==> src/rtl/sap_io_pkg.sv <==
// Shared types and helpers for the SAP-2 pad-side I/O bridge.
package sap_io_pkg;

    typedef enum logic [1:0] {
        RUN     = 2'd0,
        LOAD    = 2'd1,
        RELEASE = 2'd2
    } state_t;

    // Index width for n items, never narrower than one bit.
    function automatic int idx_w(input int n);
        return (n > 1) ? $clog2(n) : 1;
    endfunction

endpackage

==> src/rtl/sap_sync_edge.sv <==
// Two-flop synchroniser for an asynchronous pin. With EDGE set, q is a
// one-cycle pulse on the synchronised rising edge; otherwise q is the level.
module sap_sync_edge #(
    parameter bit EDGE = 1'b0
) (
    input  logic clk,
    input  logic rst,
    input  logic din,
    output logic q
);

    logic s1;
    logic s2;

    // Metastability chain.
    always_ff @(posedge clk) begin
        if (rst) begin
            s1 <= 1'b0;
            s2 <= 1'b0;
        end else begin
            s1 <= din;
            s2 <= s1;
        end
    end

    generate
        if (EDGE) begin : g_edge
            logic s3;

            // Delayed copy used to detect the rising edge.
            always_ff @(posedge clk) begin
                if (rst) s3 <= 1'b0;
                else     s3 <= s2;
            end

            assign q = s2 & ~s3;
        end else begin : g_level
            assign q = s2;
        end
    endgenerate

endmodule

==> src/rtl/sap_io_bridge.sv <==
// Pad-side I/O bridge for the SAP-2 core: latched output channels with a
// display tap, a strobed input buffer with ready/overrun, and a program
// loader that holds the core in reset while streaming bytes into memory.
module sap_io_bridge
    import sap_io_pkg::*;
#(
    parameter int DATA_W      = 8,
    parameter int NUM_OUT     = 4,
    parameter int ADDR_W      = 8,
    parameter int RELEASE_CYC = 4,
    localparam int PORT_W     = idx_w(NUM_OUT)
) (
    input  logic              CLK,
    input  logic              RST,
    input  logic [DATA_W-1:0] ext_data,
    input  logic              ext_stb,
    input  logic              ext_load,
    input  logic              cpu_out_we,
    input  logic [PORT_W-1:0] cpu_out_port,
    input  logic [DATA_W-1:0] cpu_out_data,
    input  logic              cpu_in_rd,
    output logic [DATA_W-1:0] cpu_in_data,
    output logic              cpu_in_ready,
    output logic              in_overrun,
    input  logic [PORT_W-1:0] disp_sel,
    output logic [DATA_W-1:0] disp_data,
    output logic              disp_stb,
    output logic              mem_we,
    output logic [ADDR_W-1:0] mem_addr,
    output logic [DATA_W-1:0] mem_wdata,
    output logic              cpu_rst,
    output logic              load_busy
);

    localparam int                CNT_W    = idx_w(RELEASE_CYC);
    localparam logic [CNT_W-1:0]  CNT_INIT = CNT_W'(RELEASE_CYC - 1);

    logic              stb_edge;
    logic              load_lvl;
    state_t            state;
    logic [CNT_W-1:0]  rel_cnt;
    logic [DATA_W-1:0] ch [NUM_OUT];

    sap_sync_edge #(.EDGE(1'b1)) u_stb_sync (
        .clk (CLK),
        .rst (RST),
        .din (ext_stb),
        .q   (stb_edge)
    );

    sap_sync_edge #(.EDGE(1'b0)) u_load_sync (
        .clk (CLK),
        .rst (RST),
        .din (ext_load),
        .q   (load_lvl)
    );

    // Mode FSM with loader datapath; cpu_rst and load_busy follow the next state.
    always_ff @(posedge CLK) begin
        if (RST) begin
            state     <= RELEASE;
            rel_cnt   <= CNT_INIT;
            cpu_rst   <= 1'b1;
            load_busy <= 1'b0;
            mem_we    <= 1'b0;
            mem_addr  <= '0;
            mem_wdata <= '0;
        end else begin
            mem_we <= 1'b0;
            // Address advances the cycle after each write pulse, so a write
            // issued on the LOAD exit edge still bumps it while in RELEASE.
            if (mem_we) mem_addr <= mem_addr + ADDR_W'(1);
            case (state)
                RUN: begin
                    if (load_lvl) begin
                        state     <= LOAD;
                        mem_addr  <= '0;
                        cpu_rst   <= 1'b1;
                        load_busy <= 1'b1;
                    end
                end
                LOAD: begin
                    if (stb_edge) begin
                        mem_we    <= 1'b1;
                        mem_wdata <= ext_data;
                    end
                    if (!load_lvl) begin
                        state     <= RELEASE;
                        rel_cnt   <= CNT_INIT;
                        load_busy <= 1'b0;
                    end
                end
                RELEASE: begin
                    if (load_lvl) begin
                        state     <= LOAD;
                        mem_addr  <= '0;
                        load_busy <= 1'b1;
                    end else if (rel_cnt == '0) begin
                        state   <= RUN;
                        cpu_rst <= 1'b0;
                    end else begin
                        rel_cnt <= rel_cnt - CNT_W'(1);
                    end
                end
                default: begin
                    state     <= RELEASE;
                    rel_cnt   <= CNT_INIT;
                    cpu_rst   <= 1'b1;
                    load_busy <= 1'b0;
                end
            endcase
        end
    end

    // Input buffer handshake, live only while the core runs.
    always_ff @(posedge CLK) begin
        if (RST) begin
            cpu_in_data  <= '0;
            cpu_in_ready <= 1'b0;
            in_overrun   <= 1'b0;
        end else if (state == RUN) begin
            if (stb_edge) begin
                cpu_in_data  <= ext_data;
                cpu_in_ready <= 1'b1;
                if (cpu_in_ready && !cpu_in_rd) in_overrun <= 1'b1;
            end else if (cpu_in_rd) begin
                cpu_in_ready <= 1'b0;
            end
        end
    end

    // Output channel registers and the display write strobe.
    always_ff @(posedge CLK) begin
        if (RST) begin
            for (int unsigned i = 0; i < NUM_OUT; i++) ch[i] <= '0;
            disp_stb <= 1'b0;
        end else begin
            disp_stb <= 1'b0;
            for (int unsigned i = 0; i < NUM_OUT; i++) begin
                if (cpu_out_we && cpu_out_port == PORT_W'(i)) begin
                    ch[i] <= cpu_out_data;
                    if (disp_sel == PORT_W'(i)) disp_stb <= 1'b1;
                end
            end
        end
    end

    // Display mux; an index with no channel reads as zero.
    always_comb begin
        disp_data = '0;
        for (int unsigned i = 0; i < NUM_OUT; i++) begin
            if (disp_sel == PORT_W'(i)) disp_data = ch[i];
        end
    end

endmodule
==> config.mk <==
export PLATFORM = sky130hd
export DESIGN_NAME = sap_io_bridge
export DESIGN_NICKNAME = d
export VERILOG_FILES = /design/src/rtl/sap_io_pkg.sv /design/src/rtl/sap_sync_edge.sv /design/src/rtl/sap_io_bridge.sv
export SDC_FILE = /design/constraint.sdc
export NUM_CORES = 1
export LEC_CHECK = 0
export ABC_AREA = 1
export ABC_CLOCK_PERIOD_IN_PS = 1500
export CAP_MARGIN = 5
export CORE_MARGIN = 3
export CORE_UTILIZATION = 45
export DETAILED_ROUTE_END_ITERATION = 10
export PLACE_DENSITY = 0.75
export SYNTH_ARGS = -nofsm -noshare
export SYNTH_HDL_FRONTEND = slang
export SYNTH_SLANG_ARGS = --single-unit
==> constraint.sdc <==
create_clock -name CLK -period 1.5 [get_ports CLK]
set_clock_uncertainty 0.05 [all_clocks]
set_input_delay 0.45 -clock CLK [delete_from_list [all_inputs] [get_ports CLK]]
set_output_delay 0.45 -clock CLK [all_outputs]
set_load 0.03 [all_outputs]
Word-level counts from Yosys, hierarchy flattened
Memory sizes are Yosys's and may differ from the RTL's.
Cells that the tools add are included.
{"block": "word_totals", "regBits": 39, "latchBits": 0, "mem_bits_rw": 32, "mem_bits_ro": 0, "input_bits": 26, "out_inout_bits": 38, "word_cells": 114, "mem_count": 1}
{"block": "classes", "addsub": 2, "n_mul": 0, "div": 0, "magnitude_cmp": 0, "eq_ne": 15, "shifts": 0, "muxes": 51, "bitwise_logic": 8, "n_reduce_logical": 21}
{"memory": "ch", "depth": 4, "width": 8, "rd": 4, "rd_ports_with_merged_regs": 0, "write_ports": 4, "line_no": "sap_io_bridge.sv:42", "text": "logic [DATA_W-1:0] ch [NUM_OUT];"}
{"op": "8-bit two-way mux", "count": 11}
{"op": "1-bit two-way mux", "count": 29}
{"op": "2-bit two-way mux", "count": 7}
{"op": "2-bit one-hot mux with 3 select lines", "count": 2}
{"op": "2-bit equality test, second input constant", "count": 5}
{"op": "8-bit by 1-bit adder with 8-bit output, second input constant", "count": 1}
{"op": "2-bit logical NOT", "count": 4}
{"op": "2-bit inequality test, second input constant", "count": 4}
{"op": "2-bit AND reduction", "count": 4}
{"op": "4-bit AND reduction", "count": 2}
{"op": "2-bit by 1-bit equality test with 1-bit output, second input constant", "count": 3}
{"op": "3-bit AND reduction", "count": 2}
{"op": "1-bit logical AND", "count": 5}
{"op": "2-bit by 1-bit inequality test with 1-bit output, second input constant", "count": 2}
{"op": "1-bit bitwise OR", "count": 4}
{"op": "2-bit OR reduction", "count": 2}
{"op": "3-bit by 2-bit inequality test with 1-bit output, second input constant", "count": 1}
{"op": "1-bit inverter", "count": 3}
{"op": "1-bit one-hot mux with 3 select lines", "count": 1}
{"op": "1-bit one-hot mux with 2 select lines", "count": 1}
{"op": "2-bit nonzero test", "count": 1}
{"op": "2-bit by 1-bit subtractor with 2-bit output, second input constant", "count": 1}
{"op": "1-bit AND", "count": 1}
{"op": "1-bit logical NOT", "count": 1}

Depth between registers and ports, before layout
{"block": "logic_depth", "word_depth": 9, "depth_mapped": 7, "mapped_depth_nobuf": 7}

By module
Synthesis repeated with hierarchy kept, for this count alone.
{"block": "unflattened", "hier_cells": 325, "area_unflattened_um2": 2932.8}
{"mod": "sap_io_bridge", "instances": 1, "cells_each": 309, "area_each_um2": 2791.4, "seq_area_each_um2": 1641.6}
{"mod": "sap_sync_edge (u_stb_sync)", "instances": 1, "cells_each": 10, "area_each_um2": 86.3, "seq_area_each_um2": 60.1}
{"mod": "sap_sync_edge (u_load_sync)", "instances": 1, "cells_each": 6, "area_each_um2": 55.1, "seq_area_each_um2": 40.0}

Least setup slack after synthesis
Ideal clock, no wire load.
{"block": "synth_timing", "path_type": "input port to flip-flop", "startpoint": "in RST", "endpoint": "mem ch[1][0], enable pin", "setup_time_ns": 0.384, "arrival_time_ns": 1.164, "required_ns": 1.066, "setup_slack_ns": -0.098, "stages": 3, "n_path_buf": 1, "cell_sequence": "clkinv_1 > clkbuf_1 > o21ai_0"}
{"item": "start, declared", "line_no": "sap_io_bridge.sv:14", "text": "input logic RST,"}
{"item": "end, declared", "line_no": "sap_io_bridge.sv:42"}

Worst setup path in the final report
{"block": "layout_timing", "startpoint": "in disp_sel[0]", "endpoint": "out disp_data[1]"}
{"block": "layout_between", "elab_chain_cells": 5, "word_cells_on_any_way": 8, "cone_classes": "3 x eq/ne; 4 x mux; 1 x reduce/logical"}
{"item": "start, declared", "line_no": "sap_io_bridge.sv:25", "text": "input logic [PORT_W-1:0] disp_sel,"}
{"item": "2-bit logical NOT", "line_no": "sap_io_bridge.sv:152", "text": "if (disp_sel == PORT_W'(i)) disp_data = ch[i];"}
{"item": "8-bit two-way mux (3 in a row)", "line_no": "sap_io_bridge.sv:152"}
{"item": "8-bit two-way mux *", "line_no": "sap_io_bridge.sv:152"}
{"item": "end, declared", "line_no": "sap_io_bridge.sv:26", "text": "output logic [DATA_W-1:0] disp_data,"}
Mark *: on every way between the ends. The rest lies on a longest branch, timed or not.

==> summary.json <==
{
  "grt": {
    "grt_antenna_before_repair": 0,
    "first_global_vias": 2408,
    "grt_pass1_wl_microns": 11220,
    "grt.overflow.total": 0,
    "grt_util_all_layers": 0.1970,
    "largest_net_degree_at_the_start_of_global_routing": 18
  },
  "outcome": {
    "run_status": "complete, but fails checks",
    "violations": "setup timing"
  },
  "finish": {
    "non_filler_instance_count_after_layout": 514,
    "insertedDiodeCount": 0,
    "layout.core_utilization": 0.6755,
    "layout-drive-gt1-share": 0.2528,
    "layout.nets": 462,
    "nFillCells": 524,
    "area_growth_syn_to_layout_pct": 42.76
  },
  "setup_path": {
    "worstSetupStartpoint": "disp_sel[0]",
    "setup.worst_path.class": "primary input to output pin",
    "endpoint_kind": "output pin",
    "crit-reg2reg-launch": "mem_addr[0]",
    "start_kind": "primary input",
    "path_max_fanout": 5,
    "crit_required_ps": 1000,
    "timing.critical_path.arrival_ps": 1220
  },
  "floorplan": {
    "ioPinCount": 64,
    "coreArea_sq_mm": 0.006061,
    "die_h_microns": 85.83,
    "die-width_microns": 85.83,
    "floorplan.initialDensity": 0.4732,
    "num_rows": 28,
    "die-area_sq_mm": 0.007367
  },
  "clocking": {
    "clk_root_buffer_cell": "sky130_fd_sc_hd__clkbuf_8",
    "cts_htree_levels": 3,
    "hold_buffers": 0,
    "cts_tree": "yes",
    "cts_inserted_buffers": 9,
    "cts.clk_slew.worst_paths_ps": 60,
    "clock_path_buffers": 2,
    "clkSinkCount": 71,
    "clock_latency_ps": 330
  },
  "detailed_routing": {
    "number_of_iterations_in_the_first_detailed_routing_pass": 4,
    "drc": 0,
    "drt-initial-drc-count": 186,
    "via_count": 2511,
    "route.detailed.wl_per_inst_microns": 13.26,
    "route.antenna.remaining_nets": 0,
    "drt-total-wl_microns": 6817,
    "avgViaCountPerCell": 4.885
  },
  "sta": {
    "layout_setup_ws_ps": -223.0,
    "setup_total_negative_slack_ps": -1489,
    "slew-limit-headroom": 0.7996,
    "finalCriticalPeriod_ps": 1723,
    "grt_setup_unrepaired": "true",
    "timing.final.crit_share": 1.149,
    "drv_slew": 0,
    "hold_violations": 0,
    "tightest_slew_ps": 298.7,
    "max_clock_freq_ghz": 0.5804,
    "count_of_final_setup_violators": 8
  },
  "yosys": {
    "synthesis.area_per_instance_sq_um": 8.664,
    "synth.yosys.seq_area_share": 0.6073,
    "flip_flop_and_latch_count_after_synthesis": 71,
    "synth_cell_types": 28,
    "gate_count_post_synth": 331,
    "synth_fp_nets": 359,
    "synth.yosys.warnings": 0,
    "cell_area_after_synthesis_sq_mm": 0.002868
  },
  "placed_design": {
    "place.detailed.hpwl_microns": 4688,
    "dpl.cell_count": 490,
    "pre_cts_slack_ps": -680.2,
    "place.port_buffers": 63,
    "place_congestion": 0.8542
  },
  "job": {
    "max_cap_viol_count": 0
  },
  "pwr": {
    "p_leak_uw": 0.001809,
    "power_switching_uw": 994.3,
    "share_comb_of_total_power": 0.146,
    "cell_internal_pwr_uw": 2981,
    "p_seq_frac": 0.544,
    "power.density_mw_per_mm2": 971.0,
    "power.switching_fraction": 0.2501,
    "power.ir.vdd_worst_mv": 0.5834,
    "clock_share_of_power": 0.309
  },
  "min_path": {
    "worstHoldStart": "u_load_sync.s1",
    "min-delay-path-class": "register to register"
  }
}
[metal layers]
layer | part of all wire | wire, microns | global-route usage
met1 | 0.41 | 2800 | 0.2379
met2 | 0.48 | 3251 | 0.3234
met3 | 0.099 | 676 | 0.07109
met5 | 0 | 0 | 0
met4 | 0.013 | 89 | 0.07338
[what timing repair did]
action / in CTS / in global routing
buffers inserted: 4 / 0
cloned: 4 / 0
pin swaps: 11 / 12
gates resized for setup: 34 / 17
endpoints found under the setup margin: 29 / 57
[metrics by stage]
stage                     hold WS, ps  area, sq um  power, uW
after floorplan                 338.3         2884       2468
after global placement          339.2         3762       2704
after detailed placement        341.6         3762       2722
after CTS                       351.1         4038       3989
after global routing            376.7         4094       4166
final                           349.8         4094       3975
[Yosys cell counts]
| library cell | number | area [sq um] |
|---|---|---|
| sky130_fd_sc_hd__o22ai_1 | 1 | 6.260 |
| sky130_fd_sc_hd__nor3_1 | 3 | 15.01 |
| sky130_fd_sc_hd__clkinv_2 | 1 | 5.000 |
| sky130_fd_sc_hd__clkinv_1 | 2 | 7.510 |
| sky130_fd_sc_hd__edfxtp_1 | 32 | 960.9 |
| sky130_fd_sc_hd__or2_2 | 2 | 12.51 |
| sky130_fd_sc_hd__dfxtp_1 | 39 | 780.8 |
| sky130_fd_sc_hd__nand2_2 | 1 | 6.260 |
| sky130_fd_sc_hd__nor2_4 | 1 | 11.26 |
| sky130_fd_sc_hd__nand2_1 | 63 | 236.5 |
| sky130_fd_sc_hd__buf_2 | 1 | 5.000 |
| sky130_fd_sc_hd__clkbuf_1 | 3 | 11.26 |
| sky130_fd_sc_hd__a21boi_0 | 1 | 7.510 |
| sky130_fd_sc_hd__a211oi_1 | 2 | 15.01 |
| sky130_fd_sc_hd__inv_1 | 32 | 120.1 |
| sky130_fd_sc_hd__nand3b_1 | 1 | 7.510 |
| sky130_fd_sc_hd__o21ai_0 | 3 | 15.01 |
| sky130_fd_sc_hd__o21ai_1 | 19 | 95.09 |
| sky130_fd_sc_hd__a21oi_1 | 6 | 30.03 |
| sky130_fd_sc_hd__xnor2_1 | 1 | 8.760 |
| sky130_fd_sc_hd__ha_1 | 2 | 25.02 |
| sky130_fd_sc_hd__nand3_1 | 12 | 60.06 |
| sky130_fd_sc_hd__nor2_1 | 87 | 326.6 |
| sky130_fd_sc_hd__o21ai_2 | 1 | 8.760 |
| sky130_fd_sc_hd__inv_2 | 2 | 7.510 |
| sky130_fd_sc_hd__nand4_1 | 8 | 50.05 |
| sky130_fd_sc_hd__o31ai_1 | 1 | 7.510 |
| sky130_fd_sc_hd__nor2_2 | 4 | 25.02 |
[cell type report]
cell class                      instances  area, sq um  share of cell area
Multi-Input combinational cell        222         1067              0.2607
Clock inverter                          2        10.01            0.002445
Inverter                               37        146.4             0.03576
Sequential cell                        71         1743              0.4257
Tap cell                               75        93.84             0.02292
Clock buffer                           14        142.6             0.03484
Timing Repair inverter                  1        6.256            0.001528
Timing Repair Buffer                   92        884.6              0.2161
[power by group through the flow]
stage	sequential (uW)	combinational (uW)	clock, uW
detailed placement	2200	517	0
global placement	2200	502	0
finish	2160	581	1230
floorplan	2210	260	0
global route	2170	638	1360
CTS	2160	563	1260
[worst max-delay path, cell delays in order]
cell and delay [ps]:
sky130_fd_sc_hd__buf_6 100, sky130_fd_sc_hd__buf_8 130, sky130_fd_sc_hd__nor2_4 190, sky130_fd_sc_hd__nand2_1 80, sky130_fd_sc_hd__nand4_1 120, sky130_fd_sc_hd__buf_6 140
[cell usage in the layout (no fill, tap or decap), drive strengths merged]
cell type / count
dfxtp: 39
nor3: 3
o22ai: 1
clkinv: 5
clkdlybuf4s15: 1
or2: 2
dlymetal6s2s: 2
nand3b: 1
clkbuf: 14
a21oi: 6
xnor2: 1
o31ai: 1
nand2: 64
ha: 2
nor2: 95
buf: 68
nand4: 8
inv: 35
o21ai: 23
clkdlybuf4s50: 21
edfxtp: 32
a21boi: 1
nand3: 12
a211oi: 2
[registers in the layout, indices dropped and copies added, names as in the netlist, 2 cells and up]
register	count
ch	32
cpu_in_data	8
mem_addr	8
mem_wdata	8
rel_cnt	2
state	2
[cells by family (layout without fill, tap and decap cells)]
kind of cell / after synthesis / in the layout / synth area share
compound gates: 34 / 34 / 0.06457
xor+xnor: 1 / 1 / 0.003055
fa+ha+maj: 2 / 2 / 0.008725
buf+inv: 41 / 146 / 0.05454
flops: 71 / 71 / 0.6073
simple gates: 182 / 185 / 0.2618
[path summary, 6_finish.rpt]
| kind | cells after the start | slack (ps) | end |
|---|---|---|---|
| setup / recovery | 6 | -220 | disp_data[1] |
| hold / removal | 2 | 350 | u_load_sync.q |
| setup reg to reg | 6 | 230 | mem_addr[6] |
| hold reg to reg | 2 | 350 | u_load_sync.q |
Note: power is estimated with default switching activity, not from simulation.
